<file path="src/rtl/axi_wr_2_arbiter.sv">
// Two-master to one-slave AXI write arbiter: round-robin AW into a registered stage,
// W steered burst by burst from an order FIFO, B routed back by the ID MSB.
module axi_wr_2_arbiter #(
  parameter int IDWID  = 4,
  parameter int DWID   = 64,
  parameter int WSTRB  = DWID / 8,
  parameter int EXTRAS = 8,
  parameter int MAXOUT = 8
) (
  input  logic              clk,
  input  logic              rst_n,
  input  logic [IDWID-2:0]  m0_awid,
  input  logic [31:0]       m0_awaddr,
  input  logic [7:0]        m0_awlen,
  input  logic [1:0]        m0_awburst,
  input  logic [EXTRAS-1:0] m0_awextras,
  input  logic              m0_awvalid,
  output logic              m0_awready,
  input  logic [DWID-1:0]   m0_wdata,
  input  logic [WSTRB-1:0]  m0_wstrb,
  input  logic              m0_wlast,
  input  logic              m0_wvalid,
  output logic              m0_wready,
  output logic [IDWID-2:0]  m0_bid,
  output logic [1:0]        m0_bresp,
  output logic              m0_bvalid,
  input  logic              m0_bready,
  input  logic [IDWID-2:0]  m1_awid,
  input  logic [31:0]       m1_awaddr,
  input  logic [7:0]        m1_awlen,
  input  logic [1:0]        m1_awburst,
  input  logic [EXTRAS-1:0] m1_awextras,
  input  logic              m1_awvalid,
  output logic              m1_awready,
  input  logic [DWID-1:0]   m1_wdata,
  input  logic [WSTRB-1:0]  m1_wstrb,
  input  logic              m1_wlast,
  input  logic              m1_wvalid,
  output logic              m1_wready,
  output logic [IDWID-2:0]  m1_bid,
  output logic [1:0]        m1_bresp,
  output logic              m1_bvalid,
  input  logic              m1_bready,
  output logic [IDWID-1:0]  awid,
  output logic [31:0]       awaddr,
  output logic [7:0]        awlen,
  output logic [1:0]        awburst,
  output logic [EXTRAS-1:0] awextras,
  output logic              awvalid,
  input  logic              awready,
  output logic [DWID-1:0]   wdata,
  output logic [WSTRB-1:0]  wstrb,
  output logic              wlast,
  output logic              wvalid,
  input  logic              wready,
  input  logic [IDWID-1:0]  bid,
  input  logic [1:0]        bresp,
  input  logic              bvalid,
  output logic              bready
);

  localparam logic [7:0] MAX_CNT = 8'(MAXOUT);

  logic            rr;
  logic [1:0][7:0] out_cnt;
  logic            elig0, elig1, gnt_any, gnt_sel, load_ok, fire, pop;
  logic [1:0]      inc, dec;
  logic [7:0]      order_mem;
  logic [2:0]      wr_ptr, rd_ptr;
  logic [3:0]      order_cnt;
  logic            order_full, order_empty, head, bsrc;

  assign order_full  = (order_cnt == 4'd8);
  assign order_empty = (order_cnt == 4'd0);
  assign head        = order_mem[rd_ptr];

  // A full order FIFO blocks grants even when a pop happens in the same cycle.
  assign load_ok = (!awvalid || awready) && !order_full;
  assign elig0   = m0_awvalid && (out_cnt[0] != MAX_CNT);
  assign elig1   = m1_awvalid && (out_cnt[1] != MAX_CNT);
  assign gnt_any = elig0 || elig1;
  assign gnt_sel = (elig0 && elig1) ? rr : elig1;
  assign fire    = load_ok && gnt_any;

  assign m0_awready = fire && !gnt_sel;
  assign m1_awready = fire && gnt_sel;

  always_ff @(posedge clk or negedge rst_n) begin
    if (!rst_n) begin
      awid     <= '0;
      awaddr   <= '0;
      awlen    <= '0;
      awburst  <= '0;
      awextras <= '0;
      awvalid  <= 1'b0;
      rr       <= 1'b0;
    end else if (fire) begin
      awid     <= gnt_sel ? {1'b1, m1_awid} : {1'b0, m0_awid};
      awaddr   <= gnt_sel ? m1_awaddr   : m0_awaddr;
      awlen    <= gnt_sel ? m1_awlen    : m0_awlen;
      awburst  <= gnt_sel ? m1_awburst  : m0_awburst;
      awextras <= gnt_sel ? m1_awextras : m0_awextras;
      awvalid  <= 1'b1;
      rr       <= ~gnt_sel;
    end else if (awready) begin
      awvalid  <= 1'b0;
    end
  end

  assign pop = wvalid && wready && wlast;

  always_ff @(posedge clk or negedge rst_n) begin
    if (!rst_n) begin
      order_mem <= '0;
      wr_ptr    <= '0;
      rd_ptr    <= '0;
      order_cnt <= '0;
    end else begin
      if (fire) begin
        order_mem[wr_ptr] <= gnt_sel;
        wr_ptr            <= wr_ptr + 3'd1;
      end
      if (pop) rd_ptr <= rd_ptr + 3'd1;
      case ({fire, pop})
        2'b10:   order_cnt <= order_cnt + 4'd1;
        2'b01:   order_cnt <= order_cnt - 4'd1;
        default: order_cnt <= order_cnt;
      endcase
    end
  end

  always_comb begin
    wvalid    = 1'b0;
    wdata     = '0;
    wstrb     = '0;
    wlast     = 1'b0;
    m0_wready = 1'b0;
    m1_wready = 1'b0;
    if (!order_empty) begin
      if (head) begin
        wvalid    = m1_wvalid;
        wdata     = m1_wdata;
        wstrb     = m1_wstrb;
        wlast     = m1_wlast;
        m1_wready = wready;
      end else begin
        wvalid    = m0_wvalid;
        wdata     = m0_wdata;
        wstrb     = m0_wstrb;
        wlast     = m0_wlast;
        m0_wready = wready;
      end
    end
  end

  assign bsrc = bid[IDWID-1];

  always_comb begin
    m0_bvalid = 1'b0;
    m0_bid    = '0;
    m0_bresp  = '0;
    m1_bvalid = 1'b0;
    m1_bid    = '0;
    m1_bresp  = '0;
    if (bsrc) begin
      m1_bvalid = bvalid;
      m1_bid    = bid[IDWID-2:0];
      m1_bresp  = bresp;
      bready    = m1_bready;
    end else begin
      m0_bvalid = bvalid;
      m0_bid    = bid[IDWID-2:0];
      m0_bresp  = bresp;
      bready    = m0_bready;
    end
  end

  // A response for a master with nothing outstanding is ignored by its counter.
  assign inc = {m1_awready, m0_awready};
  assign dec = {m1_bvalid && m1_bready && (out_cnt[1] != 8'd0),
                m0_bvalid && m0_bready && (out_cnt[0] != 8'd0)};

  always_ff @(posedge clk or negedge rst_n) begin
    if (!rst_n) begin
      out_cnt <= '0;
    end else begin
      for (int n = 0; n < 2; n++) begin
        if (inc[n] && !dec[n])      out_cnt[n] <= out_cnt[n] + 8'd1;
        else if (dec[n] && !inc[n]) out_cnt[n] <= out_cnt[n] - 8'd1;
      end
    end
  end

endmodule

</file>
<file path="config.mk">
export PLATFORM = sky130hd
export DESIGN_NAME = axi_wr_2_arbiter
export DESIGN_NICKNAME = d
export VERILOG_FILES = /design/src/rtl/axi_wr_2_arbiter.sv
export SDC_FILE = /design/constraint.sdc
export NUM_CORES = 1
export LEC_CHECK = 0
export CORE_AREA = 8 8 156 158
export DETAILED_ROUTE_END_ITERATION = 12
export DIE_AREA = 0 0 164 166
export SYNTH_ARGS = -nofsm -noshare
export SYNTH_HDL_FRONTEND = slang
export SYNTH_SLANG_ARGS = --single-unit
</file>
<file path="constraint.sdc">
create_clock -name clk -period 7.7 [get_ports clk]
set_clock_uncertainty 0.15 [all_clocks]
set_input_delay 2.31 -clock clk [delete_from_list [all_inputs] [get_ports clk]]
set_output_delay 2.31 -clock clk [all_outputs]
set_load 0.01 [all_outputs]
</file>
==> reports/metrics.yaml, run 1 <==
outcome:
  outcome: "completed"
detailed_routing:
  ant_nets: 0
  via_per_inst: 4.55
  drc: 0
  postRouteWirelength_um: 26100
  vias: 6412
  first_iter_violations: 393
  wl_per_cell_um: 18.5
  firstDrtPassIters: 4
floorplan:
  coreArea_um2: 22100
  initial_utilization: 0.267
  die_h_um: 166
  dieArea_um2: 27200
  die_x_um: 164
  row_count: 55
  pin_count: 415
global_routing:
  antenna_found_initial: 2
  grt_busiest_layer: "met2"
  overflow: 0
  grt_start_max_net_pins: 108
  grtUsageMet3: 0.0558
  grt_pass1_vias: 6424
  use_met1: 0.203
  grt_use_total: 0.187
  use_met2: 0.330
  grt_pass1_wl_um: 39200
sta:
  max_freq_mhz: 152
  finalHoldViolCount: 0
  worstMarginPinSlew_ns: 0.948
  rsz0062_at_grt: "false"
  setup_slack_ns: 1.11
  post-route-min-period_ns: 6.59
  slew_headroom: 0.368
  drv_slew: 0
  setup_viol: 0
  setup_tns_ns: 0
  timing.hold.ws_ns: 0.326
  period_share: 0.855
layout:
  n_fill_cell: 2177
  area_growth_pct: 79.7
  multi_input_area_um2: 3410
  seq_area_um2: 2250
  postLayoutCellArea_um2: 10600
  fin_nets: 1410
  drive_gt1_frac: 0.0365
power_and_ir_drop:
  leakagePower_nw: 4.40
  p_per_area_nw_per_um2: 431
  ir_worst_vdd_mv: 0.151
yosys:
  synth_top_area_cell: "dfrtp_1"
  ys_seq_elements: 90
  synth_area_leaders: "dfrtp_1, nand2_1, mux2i_1, a21oi_1, o21ai_0"
  synth_top_area_share: 0.382
  ys_warn_count: 0
  syn_inst: 734
  synth_edf_count: 0
  synth_nets: 1027
  ys.flop_type: "dfrtp_1"
  async_reset_ff_frac: 1.00
  avgSynthCellArea_um2: 8.03
  ys_seq_area_frac: 0.382
  netlist_area_um2: 5900
  synth_cell_types: 42
place:
  gp_congestion: 0.811
  place_area_um2: 10300
  pre_cts_ws_ns: 1.06
  port_buffers: 414
  hpwl_um: 21100
clocking:
  cts_htree_levels: 3
  postCtsSetupBuffers: 0
  cts_hold_buf: 0
  cts.sinks: 90
  cts_tree: "yes"
  cts_resized: 0
  path_clk_slew_ns: 0.06
  clk_latency_ns: 0.35
  root_buffer: "clkbuf_16"
  cts_buffer_depth: 2
  cts_made_buffers: 9
worst_setup_path:
  crit_path_start_kind: "input port"
  arrival_ns: 4.13
  crit_path_max_fanout: 4
  reg2regPathDepth: 13
  worst-setup-path-type: "in -> out"
  r2r-start: "rd_ptr[0]"
  rrSetupSlack_ns: 3.73
  setup.worst_path.end_class: "primary output"
  worst_ep_required_time_ns: 5.24
  timing.rr.end: "order_cnt[3]"
min_path:
  hold_path_class: "reg -> reg"
  whs_endpoint: "awlen[5]"
  worst_hold_startpoint: "awlen[5]"
  hold_depth: 2
flow_run:
  cap_violations: 0
==> metal layers <==
layer	vias to the layer above	share of wire
met1	2893	0.38
met3	32	0.081
met5	-	0
met4	0	0.038
met2	236	0.51
li1	3251	-
==> final cells by class <==
| class | instances | share of cell area |
|---|---|---|
| Clock inverter | 4 | 0.00484 |
| Timing Repair Buffer | 424 | 0.398 |
| Antenna cell | 2 | 0.000472 |
| Clock buffer | 12 | 0.0233 |
| Sequential cell | 90 | 0.213 |
| Tap cell | 285 | 0.0336 |
| Inverter | 16 | 0.00567 |
| Multi-Input combinational cell | 576 | 0.322 |
==> per-stage QoR <==
| step | util | power (W) | cells |
|---|---|---|---|
| after floorplan | - | 0.00245 | 734 |
| after global placement | 0.466 | 0.00416 | 1391 |
| after detailed placement | 0.466 | 0.00418 | 1391 |
| after CTS | 0.480 | 0.00465 | 1407 |
| after global routing | 0.480 | 0.00491 | 1409 |
| final | 0.480 | 0.00456 | 1409 |
==> worst max-delay path, cell delays in order <==
cell	delay (ns)
clkdlybuf4s50_1	0.45
nor2b_1	0.06
a211oi_1	0.36
a32oi_4	0.11
nor2_1	0.24
clkdlybuf4s50_1	0.60
==> sequential cells by signal, summed over array words and instances, names as in the netlist <==
register / count
awburst: 2
order_mem: 8
awaddr: 32
order_cnt: 4
out_cnt: 16
awextras: 8
rd_ptr: 3
awvalid: 1
awid: 4
rr: 1
wr_ptr: 3
awlen: 8
==> power by group <==
part | leakage [nW] | internal, W | switching [W]
Sequential | 1.09 | 0.000702 | 0.000173
Clock | 0.143 | 0.000261 | 0.000185
Combinational | 3.16 | 0.00158 | 0.00166
Total | 4.40 | 0.00254 | 0.00202
==> Yosys cell counts, types with 3 or more instances <==
library cell  count
nand2_1         222
xnor2_1          11
and2_1            6
clkbuf_1         31
xor2_1            7
nand3_1           6
nor4_1            4
o31ai_1           6
a21oi_1          82
nor2b_1           9
buf_1             5
ha_1             21
mux2i_1          58
fa_1              3
inv_1            16
a211oi_1          3
nor3_1            4
o21ai_0          71
buf_2            14
dfrtp_1          90
mux2_2            8
nor2_1           23
o211ai_1          4
==> cell families after synthesis <==
kind of cell,Yosys count,synth area share
simple gates,290,0.206
mux,69,0.123
fa+ha+maj,24,0.0547
buf+inv,68,0.0482
flops,90,0.382
compound gates,175,0.159
xor+xnor,18,0.0267
==> how the worst max path moves through the flow <==
stage          startpoint          to  slack (ns)
2_1_floorplan     awready  m0_awready        1.86
3_3_place_gp      awready  m0_awready        1.08
3_5_place_dp      awready  m0_awready        1.06
4_1_cts           awready  m0_awready        1.05
5_1_grt           awready  m0_awready        1.03
6_report          awready  m0_awready        1.11
==> placed cells by master (no fill, tap or decap), types with 16 or more instances in the layout <==
cell type	netlist	routed
nand2_1	222	222
inv_1	16	16
o21ai_0	71	71
a21oi_1	82	82
mux2i_1	58	57
dfrtp_1	90	90
nor2_1	23	23
clkdlybuf4s50_1	0	413
ha_1	21	21
No activity file was read; power rests on OpenSTA's default activity.
==> inputs of run 2 (changes only) <==
CAP_MARGIN = 25   (was not set)
==> run 2 against run 1 <==
Compared with the run above: worst setup slack got worse by 0.0067 ns; sequential share of layout area decreased by 0.055 points; wire length about the same; combinational power about the same; maximum frequency decreased by 0.10%; final cell count about the same; global-route usage unchanged; clock power about the same; first-iteration DRC count increased by 1.0%; core utilization increased by 0.12 points; power about the same.
==> reports/metrics.yaml, run 2 (synthesis results as in run 1) <==
outcome:
  outcome: "completed"
floorplan:
  row_count: 55  # unchanged
  initial_utilization: 0.267  # unchanged
  dieArea_um2: 27200  # unchanged
  die_x_um: 164  # unchanged
  coreArea_um2: 22100  # unchanged
  pin_count: 415  # unchanged
  die_h_um: 166  # unchanged
sta:
  setup_viol: 0  # unchanged
  slew_headroom: 0.376  # +0.00788
  period_share: 0.856  # +0.000869
  rsz0062_at_grt: "false"
  finalHoldViolCount: 0  # unchanged
  drv_slew: 0  # unchanged
  setup_tns_ns: 0  # unchanged
  max_freq_mhz: 152  # -0.10%
  timing.hold.ws_ns: 0.326  # -0.00000100 ns
  worstMarginPinSlew_ns: 0.936  # -0.0118 ns
  post-route-min-period_ns: 6.59  # +0.00669 ns
layout:
  top_register: "awaddr"
  layout_common_cells: "clkdlybuf4s50_1, nand2_1, dfrtp_1"
  n_fill_cell: 2173  # -0.18%
  largest_reg_flops: 32  # unchanged
  drive_gt1_frac: 0.0374  # +0.000858
  top_regs: "awaddr (32), out_cnt (16)"
  fin_cells: 1410  # +0.071%
  final_util: 0.481  # +0.00125
  layout_commonest_cell: "clkdlybuf4s50_1"
  seq_area_um2: 2250  # unchanged
  multi_input_area_um2: 3410  # unchanged
  area_growth_pct: 80.2
  fin_nets: 1411  # +0.071%
power_and_ir_drop:
  switching_power_w: 0.00202  # -0.15%
  p_int_w: 0.00255  # about the same
  sw_frac_of_total: 0.442  # -0.000508
  p_seq_frac: 0.192  # about the same
  clkPwrFrac: 0.098  # about the same
  finalPower_w: 0.00456  # about the same
  ir_worst_vdd_mv: 0.151  # +0.16%
  leakagePower_nw: 4.41  # +0.29%
  comb_power_share: 0.711  # about the same
  p_per_area_nw_per_um2: 429  # -0.29%
clocking:
  path_clk_slew_ns: 0.06  # about the same
  cts.sinks: 90  # unchanged
  cts_htree_levels: 3  # unchanged
  cts_hold_buf: 0  # unchanged
  cts_tree: "yes"
  cts_resized: 0  # unchanged
  cts_made_buffers: 9  # unchanged
  root_buffer: "clkbuf_16"
  clk_latency_ns: 0.34  # about the same
  cts_buffer_depth: 2  # unchanged
  postCtsSetupBuffers: 0  # unchanged
detailed_routing:
  wl_per_cell_um: 18.5  # about the same
  first_iter_violations: 397  # +1.0%
  drc: 0  # unchanged
  ant_nets: 0  # unchanged
  via_per_inst: 4.57  # +0.35%
  vias: 6439  # +0.42%
  firstDrtPassIters: 5  # +1
  postRouteWirelength_um: 26100  # about the same
worst_setup_path:
  arrival_ns: 4.13  # about the same
  worst_ep_required_time_ns: 5.24  # about the same
  cp_num_buf_inv: 2  # unchanged
  crit_path_max_fanout: 4  # unchanged
  cp_slowest_cell: "clkdlybuf4s50_1"
  crit_top_cell: "clkdlybuf4s50_1"
  cp_cell_sequence: "clkdlybuf4s50_1 > nor2b_1 > a211oi_1 > a32oi_4 > nor2_1 > clkdlybuf4s50_1"
  slowest_delay_ns: 0.60  # about the same
  setup.worst_path.end_class: "primary output"
  cpLargestDelayFamily: "buffers and inverters"
  crit_path_start_kind: "input port"
  worst-setup-path-type: "in -> out"
global_routing:
  use_met2: 0.330  # unchanged
  grt_pass1_wl_um: 39200  # unchanged
  grtUsageMet3: 0.0558  # unchanged
  grt_busiest_layer: "met2"
  grt_pass1_vias: 6424  # unchanged
  grt_start_max_net_pins: 108  # unchanged
  grt_use_total: 0.187  # unchanged
  antenna_found_initial: 2  # unchanged
  use_met1: 0.203  # unchanged
  overflow: 0  # unchanged
place:
  port_buffers: 414  # unchanged
  gp_congestion: 0.811  # unchanged
  placedCellCount: 1391  # unchanged
  hpwl_um: 21100  # unchanged
min_path:
  hold_path_class: "reg -> reg"
flow_run:
  cap_violations: 0  # unchanged
==> run 2: cell count changes in the layout (fill, tap and decap cells not counted), sizes merged <==
| cell | delta |
|---|---|
| buf | +1 |
==> run 2: stage by stage <==
step | setup slack [ns] | area, µm²
final | 1.11 | 10600
after global routing | 1.03 | 10600
after CTS | 1.05 | 10600
after detailed placement | 1.06 | 10300
after global placement | 1.08 | 10300
after floorplan | 1.86 | 5900
==> run 2: final timing paths <==
path | start | to | slack (ns) | cells past startpoint
setup / recovery | awready | m0_awready | 1.11 | 6
hold / removal | awlen[5] | awlen[5] | 0.33 | 2
setup reg to reg | rd_ptr[0] | order_cnt[3] | 3.74 | 13
hold reg to reg | awlen[5] | awlen[5] | 0.33 | 2
max in group asynchronous | rst_n | rd_ptr[1] | 4.93 | 3
min in group asynchronous | rst_n | awaddr[23] | 1.67 | 1
==> run 2: worst reg2reg max path, cell delays in order, from the launching register on <==
cell and delay [ns]:
dfrtp_1 0.44, mux4_2 0.40, mux2_2 0.66, buf_4 0.37, mux2i_1 0.40, nand3_1 0.21, inv_1 0.09, ha_1 0.20
ha_1 0.24, a21o_1 0.17, a21oi_1 0.18, xnor2_1 0.14, nor2_1 0.07, xor2_1 0.14
==> run 2: final cells by class <==
cell class | count | share of cell area
Multi-Input combinational cell | 576 | 0.321
Tap cell | 285 | 0.0336
Sequential cell | 90 | 0.212
Inverter | 16 | 0.00565
Timing Repair Buffer | 425 | 0.399
Clock inverter | 4 | 0.00483
Clock buffer | 12 | 0.0232
Antenna cell | 2 | 0.000471
==> run 2: per-layer routing <==
| metal | part of all wire | wire length [µm] |
|---|---|---|
| met1 | 0.37 | 9780 |
| met2 | 0.51 | 13200 |
| met3 | 0.081 | 2110 |
| met4 | 0.038 | 996 |
| met5 | 0 | 0 |
==> run 2: power by group through the flow <==
stage | Clock [W] | Combinational (W) | Sequential (W)
floorplan | 0 | 0.00155 | 0.000900
global placement | 0 | 0.00328 | 0.000877
detailed placement | 0 | 0.00330 | 0.000882
CTS | 0.000461 | 0.00331 | 0.000878
global route | 0.000478 | 0.00353 | 0.000911
finish | 0.000445 | 0.00324 | 0.000875
==> inputs of run 3 (changes only) <==
SLEW_MARGIN = 20   (was not set)
==> run 3 against run 2 <==
Compared with the run above: clock-buffer cell count unchanged; clock power hardly changed; maximum frequency barely moved.
==> reports/metrics.yaml, run 3 (synthesis results as in run 1) <==
outcome:
  outcome: "completed"
global_routing:
  overflow: 0  # unchanged
  grt_busiest_layer: "met2"
  antenna_found_initial: 2  # unchanged
  grt_pass1_wl_um: 39200  # unchanged
  grt_pass1_vias: 6424  # unchanged
  use_met2: 0.330  # unchanged
  use_met1: 0.203  # unchanged
  grt_use_total: 0.187  # unchanged
  grtUsageMet3: 0.0558  # unchanged
  grt_start_max_net_pins: 108  # unchanged
detailed_routing:
  postRouteWirelength_um: 26200  # +0.16%
  drc: 0  # unchanged
  ant_nets: 0  # unchanged
  via_per_inst: 4.55  # -0.34%
  first_iter_violations: 401  # +1.0%
  vias: 6417  # -0.34%
  firstDrtPassIters: 4  # -1
  wl_per_cell_um: 18.6  # +0.16%
layout:
  fin_nets: 1411  # unchanged
  area_growth_pct: 80.2  # unchanged
  seq_area_um2: 2250  # unchanged
  multi_input_area_um2: 3410  # unchanged
  top_register: "awaddr"
  n_fill_cell: 2177  # +0.18%
  layout_common_cells: "clkdlybuf4s50_1, nand2_1, dfrtp_1"
  fin_cells: 1410  # unchanged
  largest_reg_flops: 32  # unchanged
  top_regs: "awaddr (32), out_cnt (16)"
  drive_gt1_frac: 0.0374  # unchanged
  layout_commonest_cell: "clkdlybuf4s50_1"
clocking:
  cts_made_buffers: 9  # unchanged
  postCtsSetupBuffers: 0  # unchanged
  cts_htree_levels: 3  # unchanged
  cts_resized: 0  # unchanged
  cts_tree: "yes"
  cts_buffer_depth: 2  # unchanged
  path_clk_slew_ns: 0.06  # about the same
  cts_hold_buf: 0  # unchanged
  clk_latency_ns: 0.34  # about the same
  root_buffer: "clkbuf_16"
  cts.sinks: 90  # unchanged
worst_setup_path:
  slowest_delay_ns: 0.60  # about the same
  setup.worst_path.end_class: "primary output"
  cp_num_buf_inv: 2  # unchanged
  timing.rr.end: "order_cnt[3]"
  crit_top_cell: "clkdlybuf4s50_1"
  worst-setup-path-type: "in -> out"
  crit_path_max_fanout: 4  # unchanged
  rrSetupSlack_ns: 3.74  # about the same
  arrival_ns: 4.13  # about the same
  cpLargestDelayFamily: "buffers and inverters"
  cp_cell_sequence: "clkdlybuf4s50_1 > nor2b_1 > a211oi_1 > a32oi_4 > nor2_1 > clkdlybuf4s50_1"
  worst_ep_required_time_ns: 5.24  # about the same
  crit_path_start_kind: "input port"
  worstSetupStartpoint: "awready"
  reg2regPathDepth: 13  # unchanged
  r2r-start: "rd_ptr[0]"
  cp_slowest_cell: "clkdlybuf4s50_1"
floorplan:
  row_count: 55  # unchanged
  initial_utilization: 0.267  # unchanged
  die_x_um: 164  # unchanged
  die_h_um: 166  # unchanged
  pin_count: 415  # unchanged
  dieArea_um2: 27200  # unchanged
  coreArea_um2: 22100  # unchanged
sta:
  rsz0062_at_grt: "false"
  setup_viol: 0  # unchanged
  drv_slew: 0  # unchanged
  max_freq_mhz: 152  # about the same
  setup_tns_ns: 0  # unchanged
  worstMarginPinSlew_ns: 0.939  # +0.00344 ns
  slew_headroom: 0.374  # -0.00230
  post-route-min-period_ns: 6.59  # -0.00463 ns
  period_share: 0.856  # about the same
  finalHoldViolCount: 0  # unchanged
power_and_ir_drop:
  p_per_area_nw_per_um2: 430  # +0.11%
  leakagePower_nw: 4.41  # unchanged
  p_int_w: 0.00255  # about the same
  clkPwrFrac: 0.097  # about the same
  ir_worst_vdd_mv: 0.151  # about the same
  p_seq_frac: 0.192  # about the same
  comb_power_share: 0.711  # about the same
  sw_frac_of_total: 0.443  # +0.000643
  switching_power_w: 0.00202  # +0.26%
min_path:
  hold_depth: 2  # unchanged
  worst_hold_startpoint: "awlen[5]"
  hold_path_class: "reg -> reg"
  whs_endpoint: "awlen[5]"
place:
  placedCellCount: 1391  # unchanged
  hpwl_um: 21100  # unchanged
  gp_congestion: 0.811  # unchanged
  port_buffers: 414  # unchanged
flow_run:
  cap_violations: 0  # unchanged
==> run 3: cell counts in the layout (fill, tap and decap cells not counted) <==
No cell type changed its count.
==> run 3: layout make-up <==
type	count	area share
antenna	2	0.000471
clock buffer	12	0.0232
clock inverter	4	0.00483
inverter	16	0.00565
multi-input combinational	576	0.321
sequential	90	0.212
tap	285	0.0336
timing repair buffer	425	0.399
==> run 3: power groups by stage <==
stage / combinational [W] / clock, W / sequential (W)
after floorplan: 0.00155 / 0 / 0.000900
after global placement: 0.00328 / 0 / 0.000877
after detailed placement: 0.00330 / 0 / 0.000882
after CTS: 0.00331 / 0.000461 / 0.000878
after global routing: 0.00353 / 0.000478 / 0.000911
final: 0.00325 / 0.000445 / 0.000875
==> run 3: through the flow <==
step                 util  instance area (µm²)  worst slack (ns)  hold WS, ns  power, W
floorplan               -                 5900              1.86        0.298   0.00245
global placement    0.466                10300              1.08        0.310   0.00416
finish              0.481                10600              1.11        0.326   0.00457
detailed placement  0.466                10300              1.06        0.319   0.00418
global route        0.481                10600              1.03        0.346   0.00492
CTS                 0.480                10600              1.05        0.333   0.00465
==> run 3: per-layer routing <==
layer  up-vias  share of wire
met2       235           0.51
met1      2899           0.37
met3        30          0.083
li1       3253              -
met5         -              0
met4         0          0.034
==> run 3: worst max path at each step <==
stage                       endpoint  slack [ns]  cells past startpoint
after floorplan           m0_awready        1.86                      7
after global placement    m0_awready        1.08                      6
after detailed placement  m0_awready        1.06                      6
after CTS                 m0_awready        1.05                      6
after global routing      m0_awready        1.03                      6
final                     m0_awready        1.11                      6
==> run 3: worst reg2reg max path, stage by stage, from the launching register on <==
cell     delay, ns
dfrtp_1       0.44
mux4_2        0.40
mux2_2        0.66
buf_4         0.37
mux2i_1       0.40
nand3_1       0.21
inv_1         0.09
ha_1          0.20
ha_1          0.24
a21o_1        0.17
a21oi_1       0.18
xnor2_1       0.14
nor2_1        0.07
xor2_1        0.14
